$ cat config.mk
export PLATFORM = sky130hd
export DESIGN_NAME = snn_inference_ctrl
export DESIGN_NICKNAME = d
export VERILOG_FILES = /design/src/rtl/snn_ctrl_pkg.sv /design/src/rtl/snn_argmax_scan.sv /design/src/rtl/snn_inference_ctrl.sv
export SDC_FILE = /design/constraint.sdc
export NUM_CORES = 1
export LEC_CHECK = 0
export ABC_AREA = 1
export CAP_MARGIN = 20
export CORE_UTILIZATION = 30
export CTS_BUF_LIST = sky130_fd_sc_hd__clkbuf_8
export CTS_CLUSTER_DIAMETER = 150
export DETAILED_ROUTE_END_ITERATION = 10
export PLACE_DENSITY_LB_ADDON = 0.05
export REMOVE_ABC_BUFFERS = 1
export SYNTH_ARGS = -nofsm -noshare
export SYNTH_HDL_FRONTEND = slang
export SYNTH_HIERARCHICAL = 1
export SYNTH_SLANG_ARGS = --single-unit
$ cat constraint.sdc
create_clock -name clk_i -period 2.9 [get_ports clk_i]
set_input_delay 0.58 -clock clk_i [delete_from_list [all_inputs] [get_ports clk_i]]
set_output_delay 0.58 -clock clk_i [all_outputs]
set_load 0.01 [all_outputs]
$ cat src/rtl/snn_ctrl_pkg.sv
`default_nettype none
// ============================================================================
// Module   : snn_ctrl_pkg
// Brief    : Shared types and constants for the spiking classifier sequencer
//            and its spike-count readout.
// Revision : 1.0  initial release
// ============================================================================
package snn_ctrl_pkg;

  // Default classifier geometry, shared with the spike counter bank.
  localparam int SNN_NUM_CLASSES = 10;
  localparam int SNN_COUNT_W     = 8;

  // Sequencer states.
  typedef enum logic [2:0] {
    ST_IDLE  = 3'd0,
    ST_CLEAR = 3'd1,
    ST_RUN   = 3'd2,
    ST_DRAIN = 3'd3,
    ST_SCAN  = 3'd4,
    ST_DONE  = 3'd5
  } state_t;

  // Extract the count of class k from the flattened counter bus.
  function automatic logic [SNN_COUNT_W-1:0] count_at(
    input logic [SNN_NUM_CLASSES*SNN_COUNT_W-1:0] flat,
    input int unsigned                            k
  );
    return flat[k*SNN_COUNT_W +: SNN_COUNT_W];
  endfunction

endpackage
`default_nettype wire

$ cat src/rtl/snn_argmax_scan.sv
`default_nettype none
// ============================================================================
// Module   : snn_argmax_scan
// Brief    : Sequential argmax over a flat bus of counts, one entry per step.
//            Ties keep the lowest index; the result of the current step is
//            available combinationally so the caller can capture it on the
//            final step without an extra cycle.
// Revision : 1.0  initial release
// ============================================================================
module snn_argmax_scan
  import snn_ctrl_pkg::*;
#(
  parameter int NUM_CLASSES = SNN_NUM_CLASSES,
  parameter int COUNT_W     = SNN_COUNT_W
) (
  input  logic                                clk_i,
  input  logic                                rst_i,
  input  logic                                start_i,
  input  logic                                step_i,
  input  logic [NUM_CLASSES*COUNT_W-1:0]      counts_i,
  output logic                                last_o,
  output logic [$clog2(NUM_CLASSES)-1:0]      result_idx_o,
  output logic [COUNT_W-1:0]                  result_cnt_o
);

  localparam int IDX_W = $clog2(NUM_CLASSES);

  logic [COUNT_W-1:0] counts_arr [NUM_CLASSES];
  logic [IDX_W-1:0]   idx;
  logic [IDX_W-1:0]   best_idx;
  logic [COUNT_W-1:0] best_cnt;
  logic [COUNT_W-1:0] cur_cnt;
  logic               take;

  for (genvar k = 0; k < NUM_CLASSES; k++) begin : g_unpack
    assign counts_arr[k] = counts_i[k*COUNT_W +: COUNT_W];
  end

  // Strict compare so an equal later count never displaces an earlier winner.
  always_comb begin
    cur_cnt      = counts_arr[idx];
    take         = step_i && (cur_cnt > best_cnt);
    result_idx_o = take ? idx : best_idx;
    result_cnt_o = take ? cur_cnt : best_cnt;
    last_o       = (idx == IDX_W'(NUM_CLASSES - 1));
  end

  // Index and running best; cleared by start, advanced by step.
  always_ff @(posedge clk_i or posedge rst_i) begin
    if (rst_i) begin
      idx      <= '0;
      best_idx <= '0;
      best_cnt <= '0;
    end else if (start_i) begin
      idx      <= '0;
      best_idx <= '0;
      best_cnt <= '0;
    end else if (step_i) begin
      best_idx <= result_idx_o;
      best_cnt <= result_cnt_o;
      if (!last_o) begin
        idx <= idx + 1'b1;
      end
    end
  end

endmodule
`default_nettype wire

$ cat src/rtl/snn_inference_ctrl.sv
`default_nettype none
// ============================================================================
// Module   : snn_inference_ctrl
// Brief    : Inference sequencer for the spiking classifier: clear, present
//            input for a window of timesteps, drain in-flight spikes, scan the
//            per-class spike counts for an argmax and report the winner.
// Revision : 1.0  initial release
// ============================================================================
module snn_inference_ctrl
  import snn_ctrl_pkg::*;
#(
  parameter int NUM_CLASSES  = SNN_NUM_CLASSES,
  parameter int COUNT_W      = SNN_COUNT_W,
  parameter int WINDOW_W     = 8,
  parameter int DRAIN_CYCLES = 2
) (
  input  logic                            clk_i,
  input  logic                            rst_i,
  input  logic                            start_i,
  input  logic                            abort_i,
  input  logic [WINDOW_W-1:0]             window_i,
  input  logic [NUM_CLASSES*COUNT_W-1:0]  spike_count_i,
  output logic                            net_clear_o,
  output logic                            net_en_o,
  output logic                            in_valid_o,
  output logic                            busy_o,
  output logic                            done_o,
  output logic [$clog2(NUM_CLASSES)-1:0]  class_o,
  output logic [COUNT_W-1:0]              max_count_o
);

  localparam int CLASS_W = $clog2(NUM_CLASSES);
  // Drain counter must hold DRAIN_CYCLES; keep at least one bit when it is 0.
  localparam int DRAIN_W = (DRAIN_CYCLES < 1) ? 1 : $clog2(DRAIN_CYCLES + 1);

  state_t               state;
  state_t               state_nxt;
  logic [WINDOW_W-1:0]  run_cnt;
  logic [DRAIN_W-1:0]   drain_cnt;
  logic                 start_ok;
  logic                 scan_last;
  logic [CLASS_W-1:0]   scan_idx;
  logic [COUNT_W-1:0]   scan_cnt;

  assign start_ok = start_i && !abort_i;

  // Every strobe is a pure decode of the state register.
  assign net_clear_o = (state == ST_CLEAR);
  assign net_en_o    = (state == ST_RUN) || (state == ST_DRAIN);
  assign in_valid_o  = (state == ST_RUN);
  assign busy_o      = (state != ST_IDLE);
  assign done_o      = (state == ST_DONE);

  // State register.
  always_ff @(posedge clk_i or posedge rst_i) begin
    if (rst_i) begin
      state <= ST_IDLE;
    end else begin
      state <= state_nxt;
    end
  end

  // Next-state logic; abort overrides every non-idle transition.
  always_comb begin
    state_nxt = state;
    case (state)
      ST_IDLE:  if (start_ok) state_nxt = ST_CLEAR;
      ST_CLEAR: state_nxt = ST_RUN;
      ST_RUN: begin
        if (run_cnt <= WINDOW_W'(1)) begin
          state_nxt = (DRAIN_CYCLES == 0) ? ST_SCAN : ST_DRAIN;
        end
      end
      ST_DRAIN: if (drain_cnt <= DRAIN_W'(1)) state_nxt = ST_SCAN;
      ST_SCAN:  if (scan_last) state_nxt = ST_DONE;
      ST_DONE:  state_nxt = ST_IDLE;
      default:  state_nxt = ST_IDLE;
    endcase
    if (abort_i && (state != ST_IDLE)) begin
      state_nxt = ST_IDLE;
    end
  end

  // Timestep/drain counters and the result registers loaded on entry to DONE.
  always_ff @(posedge clk_i or posedge rst_i) begin
    if (rst_i) begin
      run_cnt     <= '0;
      drain_cnt   <= '0;
      class_o     <= '0;
      max_count_o <= '0;
    end else begin
      if ((state == ST_IDLE) && start_ok) begin
        // A zero window still presents the input for one timestep.
        run_cnt <= (window_i == '0) ? WINDOW_W'(1) : window_i;
      end else if (state == ST_RUN) begin
        run_cnt <= run_cnt - 1'b1;
      end

      if (state == ST_DRAIN) begin
        drain_cnt <= drain_cnt - 1'b1;
      end else begin
        drain_cnt <= DRAIN_W'(DRAIN_CYCLES);
      end

      if ((state == ST_SCAN) && scan_last && !abort_i) begin
        class_o     <= scan_idx;
        max_count_o <= scan_cnt;
      end
    end
  end

  snn_argmax_scan #(
    .NUM_CLASSES (NUM_CLASSES),
    .COUNT_W     (COUNT_W)
  ) u_scan (
    .clk_i        (clk_i),
    .rst_i        (rst_i),
    .start_i      (state == ST_CLEAR),
    .step_i       (state == ST_SCAN),
    .counts_i     (spike_count_i),
    .last_o       (scan_last),
    .result_idx_o (scan_idx),
    .result_cnt_o (scan_cnt)
  );

endmodule
`default_nettype wire

==> flow_summary.toml <==
[global_routing]
antenna_found_initial = 0
grt_pass1_wl_mm = 17.1
grt_max_degree = 46
grt_pass1_vias = 3700
grt.total_usage_pct = 16.9
overflow = 0

[routing]
wl_per_cell_um = 12.4
vias = 3641
wl_met2_mm = 5.17
drt-met1-wl_mm = 4.43
top_layer = "met4"
drc_errors = 6
drt_wl_total_mm = 10.0
drt-initial-drc-count = 169
wl_met3_um = 337
firstDrtPassIters = 7
antenna_left = 0
via_per_inst = 4.49

[timing]
max_freq_mhz = 385
skew_ns = 0.0100
drv_slew = 0
setup_violations = 0
setup_tns_ns = 0
post-route-period-util_pct = 89.5
worstMarginPinSlew_ns = 0.709
hold_violations = 0
slew_headroom_pct = 52.7
fin_crit_ns = 2.59
rsz0062_at_grt = "no"

[clocking]
cts-buffers-inserted = 5
cts_root_buf = "clkbuf_8"
cts.sinks = 41
cts_max_level = 2
cts_tree = "built"
clk_path_buf_depth = 2
clk_pin_slew_ns = 0.09
clk-insertion-delay-late_ns = 0.29
ctsHoldBuffers = 0

[setup_path]
slowest_delay_ns = 0.41
crit_path_frequent_cell = "nand2_1"
regToRegStartpoint = "u_scan/idx[0]"
crit_fanout = 8
critical_path_class = "in2reg"
cp-start-kind = "input port"
crit_chain = "clkdlybuf4s50_1 -> inv_1 -> nand2_1 -> nand3_1 -> nand3_1 -> nand3_1 -> nand2_2 -> ha_1 -> nand2_1 -> nor2_1 -> nand2_1 -> nand2_1 -> inv_2 -> nand2_4 -> clkinv_2 -> nand2_1 -> nand2_1 -> inv_1 -> o21ai_2"
arrival_ns = 2.77
slowest_stage = "clkdlybuf4s50_1"
end_kind = "flop"
cp-startpoint = "spike_count_i[55]"
worstPathRequired_ns = 3.07

[yosys]
yosys.cell_types.count = 36
synth_seq_cells = 41
synth_top_family_by_area = "simple AND/OR/NAND/NOR gates"
synth.most_common_cell = "nand2_1"
avgSynthCellArea_um2 = 6.44
ys_seq_area_share_pct = 28.2
ys_warn_count = 6
yosysTopAreaCell = "dfrtp_1"
yosysTopAreaCellShare_pct = 28.2
synth_area_leaders = "dfrtp_1 28%, nand2_1 19%, inv_1 11%"
synth_area_mm2 = 0.00363
synth_top_flop_cell = "dfrtp_1"
synth-adder-area-share_pct = 4.48
synth_compound_area_share_pct = 8.81
yosys-top-cells-count = "187 x nand2_1, 102 x inv_1, 66 x nand3_1"
yosys-mux-area-fraction_pct = 0
synthCells = 564
async_flop_share_pct = 100
synth_xor_xnor_area_share_pct = 0.482
synth_edf_count = 0
synth_simple_gate_area_share_pct = 40.6

[hold_path]
hold_start = "drain_cnt[0]"
hp-class = "reg2reg"

[placement]
dpl.hpwl_mm = 7.81
dpl_cell_area_mm2 = 0.00481
gp_congestion = 0.803
portBuffers = 108

[job]
cap_viol_max_count = 0

[status]
status = "complete, but fails checks"
violations = "design-rule violations"

[final_layout]
drive_gt1_share_pct = 13.2
multi_input_area_mm2 = 0.00198
syn_to_final_growth_pct = 35.7
fin_nets = 772
fin_util_pct = 42.5
final_cell_area_mm2 = 0.00493
seqCellArea_mm2 = 0.00103
diodes = 0
fillers = 1252

[floorplanning]
die_x_um = 112
core_area_mm2 = 0.0116
dieHeight_um = 112
pin_count = 109
rows = 39
dieArea_mm2 = 0.0126
start_util_pct = 31.3

[power]
ir_drop_v = 0.000275
p_per_area_mw_per_mm2 = 653
total_leakage_power_nw = 2.54
state kept, by name (all words and copies together) (netlist names):
register,cells
class_o,4
u_scan/idx,4
u_scan/best_idx,4
run_cnt,8
max_count_o,8
state,3
drain_cnt,2
u_scan/best_cnt,8
metrics by stage:
| step | worst slack, ns | total power (W) | instances | hold slack (ns) |
|---|---|---|---|---|
| floorplan | -0.0691 | 0.00215 | 543 | 0.410 |
| global placement | 0.00448 | 0.00274 | 803 | 0.420 |
| detailed placement | -0.0136 | 0.00277 | 803 | 0.427 |
| CTS | 0.145 | 0.00327 | 811 | 0.439 |
| global route | 0.0251 | 0.00359 | 811 | 0.480 |
| finish | 0.306 | 0.00322 | 811 | 0.433 |
repair_timing:
| action | in CTS | in global routing |
|---|---|---|
| setup buffers | 0 | 0 |
| endpoints found under the setup margin | 0 | 10 |
| gates resized for setup | 0 | 5 |
placed cells by master, fill, tap and decap left out:
| cell | n |
|---|---|
| nor3_1 | 3 |
| ha_1 | 13 |
| clkinv_2 | 1 |
| a21oi_2 | 8 |
| xor2_1 | 2 |
| a211oi_1 | 1 |
| nor2_4 | 1 |
| buf_4 | 7 |
| bufinv_16 | 1 |
| nor3_4 | 1 |
| clkdlybuf4s50_1 | 108 |
| dfrtp_2 | 2 |
| dfrtp_1 | 39 |
| clkinv_4 | 3 |
| o211ai_1 | 3 |
| nor3b_1 | 1 |
| nand4_1 | 4 |
| nand2_2 | 24 |
| nor2_2 | 1 |
| nor2_1 | 30 |
| clkbuf_8 | 6 |
| nand2_4 | 5 |
| nand2_1 | 187 |
| buf_12 | 2 |
| nor2b_1 | 1 |
| a21oi_1 | 5 |
| o21ai_0 | 8 |
| o21ai_2 | 14 |
| inv_2 | 8 |
| or2_2 | 1 |
| inv_1 | 103 |
| nand3_4 | 2 |
| nand3_1 | 66 |
| a21o_1 | 1 |
| inv_8 | 1 |
| o21ai_1 | 5 |
worst max-delay path, delay by kind of cell:
kind	cells	cell delay (ns)
AO/OA/AOI/OAI	1	0.05
adder cells (fa/ha/maj)	1	0.30
buffers and inverters	5	0.75
AND/OR/NAND/NOR	12	1.09
report_power, final:
part	internal (W)	leakage, nW	switching, W
Clock	0.000278	0.0626	0.000211
Sequential	0.000709	0.548	0.000119
Combinational	0.000737	1.93	0.00117
worst paths after layout:
check                                 end  slack, ns  cells after the start
max                        max_count_o[0]       0.31                     19
max reg2reg                max_count_o[0]       0.31                     18
max in group asynchronous   u_scan/idx[1]       1.69                      2
min reg2reg                  drain_cnt[0]       0.43                      1
min in group asynchronous      class_o[1]       0.68                      3
min                          drain_cnt[0]       0.43                      1
cells by family after synthesis:
logic type,Yosys count
compound gates,45
xor+xnor,2
fa+ha+maj,13
buf+inv,136
flops,41
simple gates,327
per-layer routing:
layer	track usage, %	vias to the layer above
li1	-	1915
met1	20.2	1650
met2	32.2	70
met3	2.59	6
met4	2.84	0
met5	0	-
layout make-up:
type / instances / share of cell area [%]
multi-input combinational: 387 / 40.1
inverter: 115 / 9.23
timing repair buffer: 117 / 23.8
clock buffer: 6 / 1.67
tap: 143 / 3.63
sequential: 41 / 20.8
clock inverter: 2 / 0.685
Power figures use the tool's default switching activity.
